[src/rtl/pwm_color_mixer_pkg.sv]
// Shared mode encoding and helpers for the PWM colour mixer.
package pwm_color_mixer_pkg;

    typedef enum logic [1:0] {
        MODE_STEP   = 2'b00,
        MODE_BRIGHT = 2'b01,
        MODE_FADE   = 2'b10
    } mode_t;

    localparam int RESET_INDEX = 0;

    // MODE button walks STEP -> BRIGHT -> FADE -> STEP.
    function automatic mode_t next_mode(input mode_t m);
        case (m)
            MODE_STEP:   return MODE_BRIGHT;
            MODE_BRIGHT: return MODE_FADE;
            default:     return MODE_STEP;
        endcase
    endfunction

endpackage

[src/rtl/btn_debounce.sv]
// Button conditioner: 2-flop synchroniser, stability filter and a 1-cycle press pulse
// on an accepted rising edge.
module btn_debounce #(
    parameter int DEBOUNCE_CYCLES = 120000
) (
    input  logic clk,
    input  logic rst_n,
    input  logic raw_i,
    output logic level_o,
    output logic press_o
);
    localparam int CNT_W = (DEBOUNCE_CYCLES > 1) ? $clog2(DEBOUNCE_CYCLES) : 1;
    localparam logic [CNT_W-1:0] CNT_LAST = CNT_W'(DEBOUNCE_CYCLES - 1);

    logic [1:0]       sync_reg;
    logic             level_reg;
    logic             press_reg;
    logic [CNT_W-1:0] cnt_reg;

    always_ff @(posedge clk or negedge rst_n) begin
        if (!rst_n) begin
            sync_reg  <= 2'b00;
            level_reg <= 1'b0;
            press_reg <= 1'b0;
            cnt_reg   <= '0;
        end else begin
            sync_reg  <= {sync_reg[0], raw_i};
            press_reg <= 1'b0;
            // Any sample agreeing with the accepted level restarts the stability run.
            if (sync_reg[1] == level_reg) begin
                cnt_reg <= '0;
            end else if (cnt_reg == CNT_LAST) begin
                level_reg <= sync_reg[1];
                press_reg <= sync_reg[1];
                cnt_reg   <= '0;
            end else begin
                cnt_reg <= cnt_reg + 1'b1;
            end
        end
    end

    assign level_o = level_reg;
    assign press_o = press_reg;

endmodule

[src/rtl/pwm_color_mixer.sv]
// PWM colour mixer: mode FSM, colour index / brightness level, free-running PWM,
// triangle fade engine and registered active-low LED drive.
module pwm_color_mixer #(
    parameter int CHANNELS        = 3,
    parameter int PWM_BITS        = 8,
    parameter int LEVEL_BITS      = 2,
    parameter int DEBOUNCE_CYCLES = 120000,
    parameter int FADE_TICKS      = 4
) (
    input  logic                clk,
    input  logic                rst_n,
    input  logic                btn_next,
    input  logic                btn_mode,
    output logic [CHANNELS-1:0] led_n,
    output logic [1:0]          mode_o
);
    import pwm_color_mixer_pkg::*;

    localparam int DUTY_W = PWM_BITS + 1;
    localparam int TICK_W = (FADE_TICKS > 1) ? $clog2(FADE_TICKS) : 1;
    localparam logic [TICK_W-1:0]   TICK_LAST = TICK_W'(FADE_TICKS - 1);
    localparam logic [PWM_BITS-1:0] FADE_MAX  = '1;

    logic next_press, mode_press;
    logic next_level_unused, mode_level_unused;

    btn_debounce #(.DEBOUNCE_CYCLES(DEBOUNCE_CYCLES)) u_next_btn (
        .clk(clk), .rst_n(rst_n), .raw_i(btn_next),
        .level_o(next_level_unused), .press_o(next_press)
    );

    btn_debounce #(.DEBOUNCE_CYCLES(DEBOUNCE_CYCLES)) u_mode_btn (
        .clk(clk), .rst_n(rst_n), .raw_i(btn_mode),
        .level_o(mode_level_unused), .press_o(mode_press)
    );

    mode_t               mode_reg, mode_next;
    logic [CHANNELS-1:0] index_reg, index_next, index_inc, fade_index;
    logic [LEVEL_BITS-1:0] level_reg, level_next;
    logic [PWM_BITS-1:0] pwm_cnt_reg;
    logic [PWM_BITS-1:0] fade_reg, fade_next;
    logic                fade_up_reg, fade_up_next;
    logic [TICK_W-1:0]   tick_reg, tick_next;
    logic [DUTY_W-1:0]   duty;
    logic                pwm_on;
    logic [CHANNELS-1:0] led_n_next, led_n_reg;

    assign index_inc  = index_reg + 1'b1;
    // A completed fade cycle never lands on the all-off colour.
    assign fade_index = (index_inc == '0) ? CHANNELS'(1) : index_inc;

    always_comb begin
        mode_next    = mode_reg;
        index_next   = index_reg;
        level_next   = level_reg;
        fade_next    = fade_reg;
        fade_up_next = fade_up_reg;
        tick_next    = tick_reg;
        if (mode_press) begin
            mode_next = next_mode(mode_reg);
            if (mode_next == MODE_FADE) begin
                fade_next    = '0;
                fade_up_next = 1'b1;
                tick_next    = '0;
            end
        end else if (next_press && mode_reg == MODE_STEP) begin
            index_next = index_inc;
        end else if (next_press && mode_reg == MODE_BRIGHT) begin
            level_next = level_reg + 1'b1;
        end else if (mode_reg == MODE_FADE && pwm_cnt_reg == FADE_MAX) begin
            if (tick_reg == TICK_LAST) begin
                tick_next = '0;
                if (fade_up_reg) begin
                    fade_next = fade_reg + 1'b1;
                    if (fade_reg == FADE_MAX - 1'b1)
                        fade_up_next = 1'b0;
                end else begin
                    fade_next = fade_reg - 1'b1;
                    if (fade_reg == PWM_BITS'(1)) begin
                        fade_up_next = 1'b1;
                        index_next   = fade_index;
                    end
                end
            end else begin
                tick_next = tick_reg + 1'b1;
            end
        end
    end

    always_ff @(posedge clk or negedge rst_n) begin
        if (!rst_n) begin
            mode_reg    <= MODE_STEP;
            index_reg   <= CHANNELS'(RESET_INDEX);
            level_reg   <= '1;
            pwm_cnt_reg <= '0;
            fade_reg    <= '0;
            fade_up_reg <= 1'b1;
            tick_reg    <= '0;
            led_n_reg   <= '1;
        end else begin
            mode_reg    <= mode_next;
            index_reg   <= index_next;
            level_reg   <= level_next;
            pwm_cnt_reg <= pwm_cnt_reg + 1'b1;
            fade_reg    <= fade_next;
            fade_up_reg <= fade_up_next;
            tick_reg    <= tick_next;
            led_n_reg   <= led_n_next;
        end
    end

    // Top level reaches 2^PWM_BITS, which keeps the output on for the whole period.
    always_comb begin
        duty = (DUTY_W'(level_reg) + DUTY_W'(1)) << (PWM_BITS - LEVEL_BITS);
        if (mode_reg == MODE_FADE)
            duty = {1'b0, fade_reg};
    end

    assign pwm_on = ({1'b0, pwm_cnt_reg} < duty);

    for (genvar gi = 0; gi < CHANNELS; gi++) begin : g_led
        assign led_n_next[gi] = ~(index_reg[gi] & pwm_on);
    end

    assign led_n  = led_n_reg;
    assign mode_o = mode_reg;

endmodule

[config.mk]
export PLATFORM = sky130hd
export DESIGN_NAME = pwm_color_mixer
export DESIGN_NICKNAME = d
export VERILOG_FILES = /design/src/rtl/pwm_color_mixer_pkg.sv /design/src/rtl/btn_debounce.sv /design/src/rtl/pwm_color_mixer.sv
export SDC_FILE = /design/constraint.sdc
export NUM_CORES = 1
export LEC_CHECK = 0
export ABC_AREA = 1
export CORE_MARGIN = 3
export CORE_UTILIZATION = 45
export CTS_BUF_LIST = sky130_fd_sc_hd__clkbuf_4
export CTS_CLUSTER_SIZE = 12
export DETAILED_ROUTE_END_ITERATION = 6
export GPL_ROUTABILITY_DRIVEN = 1
export GPL_TIMING_DRIVEN = 0
export SLEW_MARGIN = 5
export SYNTH_ARGS = -nofsm -noshare
export SYNTH_HDL_FRONTEND = slang
export SYNTH_SLANG_ARGS = --single-unit
[constraint.sdc]
create_clock -name clk -period 1.5 [get_ports clk]
set_input_delay 0.375 -clock clk [delete_from_list [all_inputs] [get_ports clk]]
set_output_delay 0.375 -clock clk [all_outputs]
set_load 0.01 [all_outputs]
==> results.ini, run 1 <==
[clock_network]
clockBufferDepth = 2
clk_pin_slew_worst_paths_ps = 130
cts_tree = done
insertion_delay_ps = 420
cts_sinks = 71
h-tree-depth = 3
cts_buffers = 9
ctsRootBufferMaster = clkbuf_4

[routing]
routed_via_density = 5.07
drt_iter0_markers = 63
wl_per_cell_um = 12.7
dr.pass1.iters = 4
drtAntennaViolNets = 0
drt_wl_total_um = 8180
drc_errors = 0
dr_total_vias = 3255

[logic_synthesis]
synth.distinct_cells = 32
seq_area_frac_synth_pct = 45.4
synth.area.top_cells = dfrtp_1, nand2_1, nor2_1
syn_area_per_cell_um2 = 8.10
synthCells = 485
yosysWarningCount = 0
synth-async-reset-ratio_pct = 100
synth-main-ff-cell = dfrtp_1
syn_area_um2 = 3930
synth_edf_count = 0
yosys.area.top_type = dfrtp_1
ys_ff_latch = 71
synth_top_area_share_pct = 41.4
synth_fp_nets = 507

[global_route]
grt_pass1_vias = 3218
antenna_found_initial = 0
grt_overflow_total = 0
grt_pass1_wl_um = 14000
grt_start_max_net_pins = 54
grt_use_total_pct = 17.6

[worst_setup_path]
reg2reg_to = led_n[0]
required_ps = 1840
end_kind = flop
slowest_stage = dfstp_2
cpPeakStageDelay_ps = 580
r2r_cells = 7
cp-start-kind = flop
cp.arrival_ps = 2020
crit_buf_inv = 0
r2r_start = level_reg[1]
rrSetupSlack_ps = -170
path_cells = ha_4 -> mux2i_2 -> ha_1 -> nand4_1 -> nor2_1 -> nor2_2 -> nand3_1
critPathKind = reg -> reg
cp_max_fo = 3
crit_family = flip-flops

[power]
power_per_cell_area_nw_per_um2 = 658
peakVddDrop_mv = 0.471
p_leak_uw = 0.00210
power.total_uw = 3160

[cells_and_area]
stdcell_count = 642
drive_gt1_share_pct = 25.5
nFillCells = 759
syn2layout_area_growth_pct = 22.2
n_antenna_cell = 0
final_common_cell = nand2_1
num-nets-final = 554
final_cell_mix = nand2_1, nor2_1, dfrtp_1

[place]
dp_cells = 599
place_congestion = 0.878
port_buffers = 8
preCtsSetupSlack_ps = -263
dpl.hpwl_um = 5540

[timing]
clock_skew_ps = 15.4
setup_viol = 6
slew_headroom_pct = 74.7
finalWorstSetupSlack_ps = -173
tightest_slew_ps = 376
fin_hold_ws_ps = 357
fin_crit_sh_pct = 112
finalHoldViolations = 0
clock.fmax_mhz = 598
fin_crit_ps = 1670
fin_tns_setup_ps = -611
slew_viol_final = 0
rsz0062_at_grt = yes

[run_status]
violations = negative setup slack
outcome = complete, but fails checks

[die]
die-height_um = 99.5
start_util_pct = 47.1
die_w_um = 99.5
core_area_um2 = 8340
rows = 33
io_pins = 9
dieArea_um2 = 9890

[min_path]
min_path_type = in -> async

[job]
maxCapViolCount = 0

[worst reg2reg max path, cell delays in order, from the launching register on]
cell and delay [ps]:
dfstp_2 580, ha_4 210, mux2i_2 140, ha_1 270
nand4_1 100, nor2_1 60, nor2_2 160, nand3_1 100
[synthesized netlist by cell type (all sizes together) (6+ instances only)]
library cell and count:
a21oi 9, buf 6, dfrtp 65, dfstp 6, ha 18, inv 53, nand2 113, nand3 37
nand4 14, nor2 83, nor3 21, o21ai 18, xnor2 8, xor2 20
[routing by layer]
layer  part of all wire, %  global-route usage (%)  vias up
met4                   1.7                    7.04        0
met3                   2.3                    3.79       13
met5                     0                       0        -
met1                    47                    22.0     1543
met2                    49                    29.5       43
li1                      -                       -     1656
[where the power goes]
group	total, µW	switching, µW	internal (µW)
Sequential	1950	17.6	1930
Clock	1100	740	355
Combinational	116	76.0	40.1
[stage by stage]
step / utilization, % / area, µm²
global placement: 50.0 / 4170
detailed placement: 50.3 / 4200
floorplan: - / 3960
finish: 57.6 / 4800
CTS: 54.3 / 4530
global route: 57.6 / 4800
[worst max-delay path by stage]
stage,slack [ps],cells after the start,from,end
2_1_floorplan,-100,10,mode_o[0],led_n[0]
3_3_place_gp,-2480,1,rst_n,u_mode_btn.cnt_reg[0]
3_5_place_dp,-260,7,level_reg[0],led_n[0]
4_1_cts,-160,7,level_reg[1],led_n[0]
5_1_grt,-250,7,level_reg[1],led_n[0]
6_report,-170,7,level_reg[1],led_n[0]
[logic make-up after synthesis]
group                    Yosys count  share of synthesized area, %
AND/OR/NAND/NOR                  274                          31.6
multiplexers                       2                         0.541
adder cells (fa/ha/maj)           18                          5.73
AO/OA/AOI/OAI                     33                          4.58
XOR/XNOR                          28                          6.24
buffers and inverters             59                          5.89
flip-flops                        71                          45.4
[cell type report]
class | instances | area [µm²] | share of cell area, %
multi-input cells | 355 | 2180 | 45.5
clock buffers | 9 | 67.6 | 1.41
inverters | 53 | 209 | 4.35
well taps | 105 | 131 | 2.74
clock inverters | 7 | 56.3 | 1.17
flip-flops and latches | 71 | 1790 | 37.2
repair buffers | 37 | 335 | 6.98
plain buffers | 5 | 31.3 | 0.651
[repair_timing]
action	4_1_cts	5_1_grt
setup endpoints to repair	40	47
gates cloned	0	0
buffers inserted	16	11
gates resized for setup	52	53
endpoints found under the hold margin	18	0
hold buffers	1	0
pin swaps	15	29
Power figures use the tool's default switching activity.
==> run 2, diff against run 1 <==
--- a/config.mk
+++ b/config.mk
@@ -6,6 +6,7 @@
 export NUM_CORES = 1
 export LEC_CHECK = 0
 export ABC_AREA = 1
+export CORE_ASPECT_RATIO = 1.2
 export CORE_MARGIN = 3
 export CORE_UTILIZATION = 45
 export CTS_BUF_LIST = sky130_fd_sc_hd__clkbuf_4
@@ -13,6 +14,7 @@
 export DETAILED_ROUTE_END_ITERATION = 6
 export GPL_ROUTABILITY_DRIVEN = 1
 export GPL_TIMING_DRIVEN = 0
+export RECOVER_POWER = 50
 export SLEW_MARGIN = 5
 export SYNTH_ARGS = -nofsm -noshare
 export SYNTH_HDL_FRONTEND = slang
==> run 2 against run 1 <==
The flow still finishes with violations (negative setup slack); power increased by 9.8%; critical path depth unchanged; core utilization decreased by 0.44 points; critical path type unchanged; largest power group unchanged.
==> results.ini, run 2 (synthesized netlist as in run 1, its figures left out) <==
[clock_network]
cts_sinks = 71  ; unchanged
cts_tree = done
insertion_delay_ps = 420  ; about the same
clockBufferDepth = 2  ; unchanged
ctsRootBufferMaster = clkbuf_4
cts_buffers = 9  ; unchanged
clk_pin_slew_worst_paths_ps = 140  ; about the same
h-tree-depth = 3  ; unchanged

[routing]
dr_total_vias = 3193  ; -1.9%
drt_wl_total_um = 8120  ; -0.73%
drc_errors = 0  ; unchanged
wl_per_cell_um = 12.6  ; -1.5%
routed_via_density = 4.94  ; -2.7%
dr.pass1.iters = 4  ; unchanged
drt_iter0_markers = 113  ; +79%
drtAntennaViolNets = 0  ; unchanged

[worst_setup_path]
reg2reg_to = led_n[2]
r2r_start = level_reg[1]
critPathKind = reg -> reg
end_kind = flop
required_ps = 1860  ; +20 ps
rrSetupSlack_ps = -200  ; -30 ps
r2r_cells = 7  ; unchanged
cp_max_fo = 3  ; unchanged
cp-start-kind = flop
cp.arrival_ps = 2060  ; +40 ps
cp-endpoint = led_n[2]
crit_start = level_reg[1]

[timing]
clock.fmax_mhz = 588  ; -1.6%
tightest_slew_ps = 503  ; +128 ps
fin_hold_ws_ps = 359  ; +2.74 ps
slew_headroom_pct = 66.4  ; -8.3 points
rsz0062_at_grt = yes
fin_crit_sh_pct = 113  ; +1.8 points
fin_crit_ps = 1700  ; +26.9 ps
finalHoldViolations = 0  ; unchanged
setup_viol = 14  ; +8
clock_skew_ps = 24.4  ; +9.03 ps
slew_viol_final = 0  ; unchanged
finalWorstSetupSlack_ps = -200  ; -26.9 ps

[cells_and_area]
drive_gt1_share_pct = 23.6  ; -1.9 points
num-nets-final = 550  ; -0.72%
final_cell_mix = nand2_1, nor2_1, dfrtp_1
final_common_cell = nand2_1
stdcell_count = 647  ; +0.78%
n_antenna_cell = 0  ; unchanged
syn2layout_area_growth_pct = 20.5

[die]
rows = 36  ; +9.1%
die-height_um = 108  ; +9.0%
core_area_um2 = 8290  ; -0.63%
io_pins = 9  ; unchanged
die_w_um = 91.3  ; -8.2%
dieArea_um2 = 9900  ; about the same
start_util_pct = 47.4  ; +0.30 points

[place]
port_buffers = 8  ; unchanged
dp_cells = 608  ; +1.5%
place_congestion = 0.877  ; -0.13%
dpl.hpwl_um = 5660  ; +2.1%

[power]
comb_power_share_pct = 3.2  ; -0.5 points
power.share.switching_pct = 23.8  ; -2.6 points
peakVddDrop_mv = 0.364  ; -23%
clkPwrFrac_pct = 40.7  ; +6.0 points
internal_power_uw = 2650  ; +14%
power_per_cell_area_nw_per_um2 = 733  ; +11%
p_leak_uw = 0.00207  ; -1.6%
seqPwrFrac_pct = 56.1  ; -5.6 points
p_switching_uw = 826  ; -0.94%

[run_status]
violations = negative setup slack
outcome = complete, but fails checks

[global_route]
grt_start_max_net_pins = 56  ; +3.7%
grt_pass1_vias = 3121  ; -3.0%
grt_overflow_total = 0  ; unchanged
grt_use_total_pct = 17.6  ; about the same
grt_pass1_wl_um = 13900  ; -0.44%
antenna_found_initial = 0  ; unchanged

[min_path]
holdPathStages = 0
min_path_type = reg -> reg
min_from = u_next_btn.sync_reg[0]

[job]
maxCapViolCount = 0  ; unchanged

-- run 2: changes by cell type in the layout (fill, tap and decap cells not counted), moves of 3 or more --
cell and change:
inv_6 -3, nand2_1 +5, buf_4 -6, buf_2 +3
-- run 2: repair_timing --
action,4_1_cts,5_1_grt
pin swaps,10,15
endpoints found under the setup margin,42,44
cloned,0,0
resized for setup,45,49
endpoints found under the hold margin,16,0
setup buffers,8,14
hold buffers,1,0
-- run 2: power groups by stage --
stage / clock [µW] / combinational, µW / sequential, µW
final: 1410 / 111 / 1950
after global routing: 1530 / 134 / 1950
after CTS: 1480 / 117 / 1950
after detailed placement: 0 / 108 / 1980
after global placement: 0 / 98.3 / 1980
after floorplan: 0 / 40.5 / 1980
-- run 2: cell type report --
type | count | area (µm²)
fillers | 814 | 3550
multi-input cells | 355 | 2140
flip-flops and latches | 71 | 1790
repair buffers | 32 | 253
inverters | 53 | 208
well taps | 114 | 143
clock inverters | 7 | 96.3
clock buffers | 9 | 67.6
plain buffers | 6 | 42.5
-- run 2: worst min path at each step --
stage	endpoint	slack, ps
final	u_next_btn.sync_reg[1]	360
after global routing	u_next_btn.sync_reg[1]	370
after CTS	index_reg[1]	320
after detailed placement	index_reg[1]	270
after global placement	u_next_btn.sync_reg[1]	340
after floorplan	fade_reg[0]	80
-- run 2: worst max-delay path, stage by stage, from the launching register on --
cell     delay (ps)
dfstp_2         580
ha_4            200
mux2i_1         150
ha_1            270
nand4_1         110
nor2_1           70
nor2_2          160
nand3_1          90
-- run 2: per-layer routing --
layer | part of all wire [%] | wire [µm] | up-vias | global-route usage, %
met5 | 0 | 0 | - | 0
met4 | 1.6 | 132 | 0 | 7.87
met3 | 2.3 | 189 | 11 | 2.92
met2 | 53 | 4320 | 30 | 31.7
met1 | 43 | 3480 | 1505 | 20.5
li1 | - | - | 1647 | -
-- run 2: per-stage QoR --
stage	utilization [%]	setup slack [ps]	total power (µW)	area (µm²)	TNS [ps]
finish	57.1	-200	3470	4740	-972
global route	57.1	-297	3610	4740	-3220
CTS	54.3	-170	3540	4500	-812
detailed placement	50.8	-295	2090	4210	-4590
global placement	50.5	-2520	2080	4190	-176600
floorplan	-	-96.6	2020	3960	-290
==> run 3, diff against run 2 <==
--- a/config.mk
+++ b/config.mk
@@ -6,7 +6,7 @@
 export NUM_CORES = 1
 export LEC_CHECK = 0
 export ABC_AREA = 1
-export CORE_ASPECT_RATIO = 1.2
+export CORE_ASPECT_RATIO = 0.6
 export CORE_MARGIN = 3
 export CORE_UTILIZATION = 45
 export CTS_BUF_LIST = sky130_fd_sc_hd__clkbuf_4
==> run 3 against run 2 <==
The flow still finishes with violations (negative setup slack); worst setup slack worse by 60 ps; sequential power about the same; routed wire length up 11%; clock skew down 11 ps; non-clock buffer count up 11; highest routed layer unchanged; clock-buffer cell count up 1; combinational power about the same; critical endpoint is now led_n[0]; via count up 2.4%.
==> results.ini, run 3 (synthesized netlist as in run 1, its figures left out) <==
[run_status]
outcome = complete, but fails checks
violations = negative setup slack

[worst_setup_path]
required_ps = 1840  ; -20 ps
cp.arrival_ps = 2100  ; +40 ps
cp-start-kind = flop
critPathKind = reg -> reg
end_kind = flop
cp_max_fo = 7  ; +4

[die]
die-height_um = 78.4  ; -28%
dieArea_um2 = 9930  ; +0.33%
start_util_pct = 48.1  ; +0.72 points
core_area_um2 = 8160  ; -1.5%
die_w_um = 127  ; +39%
io_pins = 9  ; unchanged
rows = 25  ; -31%

[global_route]
grt_overflow_total = 0  ; unchanged
grt_pass1_wl_um = 14800  ; +6.3%
grt_start_max_net_pins = 52  ; -7.1%
antenna_found_initial = 0  ; unchanged
grt_pass1_vias = 3051  ; -2.2%
grt_use_total_pct = 18.8  ; +1.2 points

[timing]
clock.fmax_mhz = 568  ; -3.4%
rsz0062_at_grt = yes
finalWorstSetupSlack_ps = -260  ; -60.3 ps
clock_skew_ps = 13.0  ; -11.4 ps
slew_headroom_pct = 63.8  ; -2.7 points
slew_viol_final = 0  ; unchanged
tightest_slew_ps = 543  ; +40.0 ps
fin_tns_setup_ps = -875  ; +96.9 ps
setup_viol = 7  ; -7
finalHoldViolations = 0  ; unchanged
fin_crit_sh_pct = 117  ; +4.0 points
fin_crit_ps = 1760  ; +60.3 ps
fin_hold_ws_ps = 360  ; +1.19 ps

[cells_and_area]
num-nets-final = 561  ; +2.0%
n_antenna_cell = 0  ; unchanged
final_common_cell = nand2_1
stdcell_count = 652  ; +0.77%
final_cell_mix = nand2_1, nor2_1, dfrtp_1
syn2layout_area_growth_pct = 25.4
nFillCells = 702  ; -14%
drive_gt1_share_pct = 27.9  ; +4.3 points

[routing]
drt_iter0_markers = 202  ; +79%
dr_total_vias = 3270  ; +2.4%
drtAntennaViolNets = 0  ; unchanged
routed_via_density = 5.02  ; +1.6%
drc_errors = 0  ; unchanged
drt_wl_total_um = 9000  ; +11%
wl_per_cell_um = 13.8  ; +9.9%
dr.pass1.iters = 4  ; unchanged

[clock_network]
clockBufferDepth = 2  ; unchanged
cts_buffers = 9  ; unchanged
cts_sinks = 71  ; unchanged
ctsRootBufferMaster = clkbuf_4
h-tree-depth = 3  ; unchanged
cts_tree = done
clk_pin_slew_worst_paths_ps = 120  ; -20 ps
insertion_delay_ps = 420  ; about the same

[job]
maxCapViolCount = 0  ; unchanged

[place]
port_buffers = 8  ; unchanged
dpl.hpwl_um = 6000  ; +6.1%
dp_cells = 602  ; -0.99%
place_congestion = 0.901  ; +2.8%

[power]
peakVddDrop_mv = 0.442  ; +21%
power_per_cell_area_nw_per_um2 = 668  ; -8.9%
p_leak_uw = 0.00216  ; +4.5%

[min_path]
min_path_type = reg -> reg

[run 3: per-layer routing]
| metal | part of all wire [%] | global-route usage [%] | wire [µm] |
|---|---|---|---|
| met4 | 0.23 | 4.39 | 21 |
| met5 | 0 | 0 | 0 |
| met2 | 42 | 25.5 | 3820 |
| met3 | 3.7 | 5.10 | 333 |
| met1 | 54 | 29.3 | 4830 |
[run 3: stage by stage]
stage	power, µW	utilization (%)	area, µm²	setup slack [ps]
after detailed placement	2090	51.5	4200	-352
after global placement	2080	51.2	4180	-2420
final	3290	60.4	4930	-260
after floorplan	2020	-	3960	-96.6
after global routing	3450	60.4	4930	-368
after CTS	3340	56.2	4590	-200
[run 3: where the power goes]
group	leakage [µW]	total (µW)	switching (µW)	internal [µW]
clock network	0.0000700	1230	712	521
logic	0.00116	112	76.5	35.5
registers	0.000937	1950	15.3	1930
total	0.00216	3290	803	2490
[run 3: path summary, 6_finish.rpt]
kind	slack (ps)	from	cells past startpoint	to
setup / recovery	-260	mode_o[0]	10	led_n[0]
hold / removal	360	u_mode_btn.sync_reg[0]	0	u_mode_btn.sync_reg[1]
setup reg to reg	-260	mode_o[0]	10	led_n[0]
hold reg to reg	360	u_mode_btn.sync_reg[0]	0	u_mode_btn.sync_reg[1]
max in group asynchronous	190	rst_n	3	fade_up_reg
min in group asynchronous	460	rst_n	2	u_next_btn.cnt_reg[13]
[run 3: cell type report]
class | count | area [µm²] | share of cell area, %
Buffer | 5 | 37.5 | 0.761
Clock buffer | 10 | 75.1 | 1.52
Clock inverter | 6 | 62.6 | 1.27
Inverter | 53 | 213 | 4.31
Multi-Input combinational cell | 355 | 2230 | 45.2
Sequential cell | 71 | 1790 | 36.3
Tap cell | 108 | 135 | 2.74
Timing Repair Buffer | 44 | 389 | 7.89
[run 3: critical path: stages, from the launching register on]
cell and delay, ps:
dfrtp_1 430, inv_2 130, nand2_8 90, inv_4 80
nand2_1 100, ha_4 240, a21oi_2 110, o21a_1 150
nor2_2 50, nor2_2 190, nand3_1 110
[run 3: what timing repair did]
action | in CTS | in global routing
hold buffers | 1 | 0
gates resized for setup | 55 | 70
gates cloned | 0 | 0
buffers inserted | 18 | 17
pin swaps | 14 | 23
endpoints found under the hold margin | 16 | 0
endpoints found under the setup margin | 42 | 47
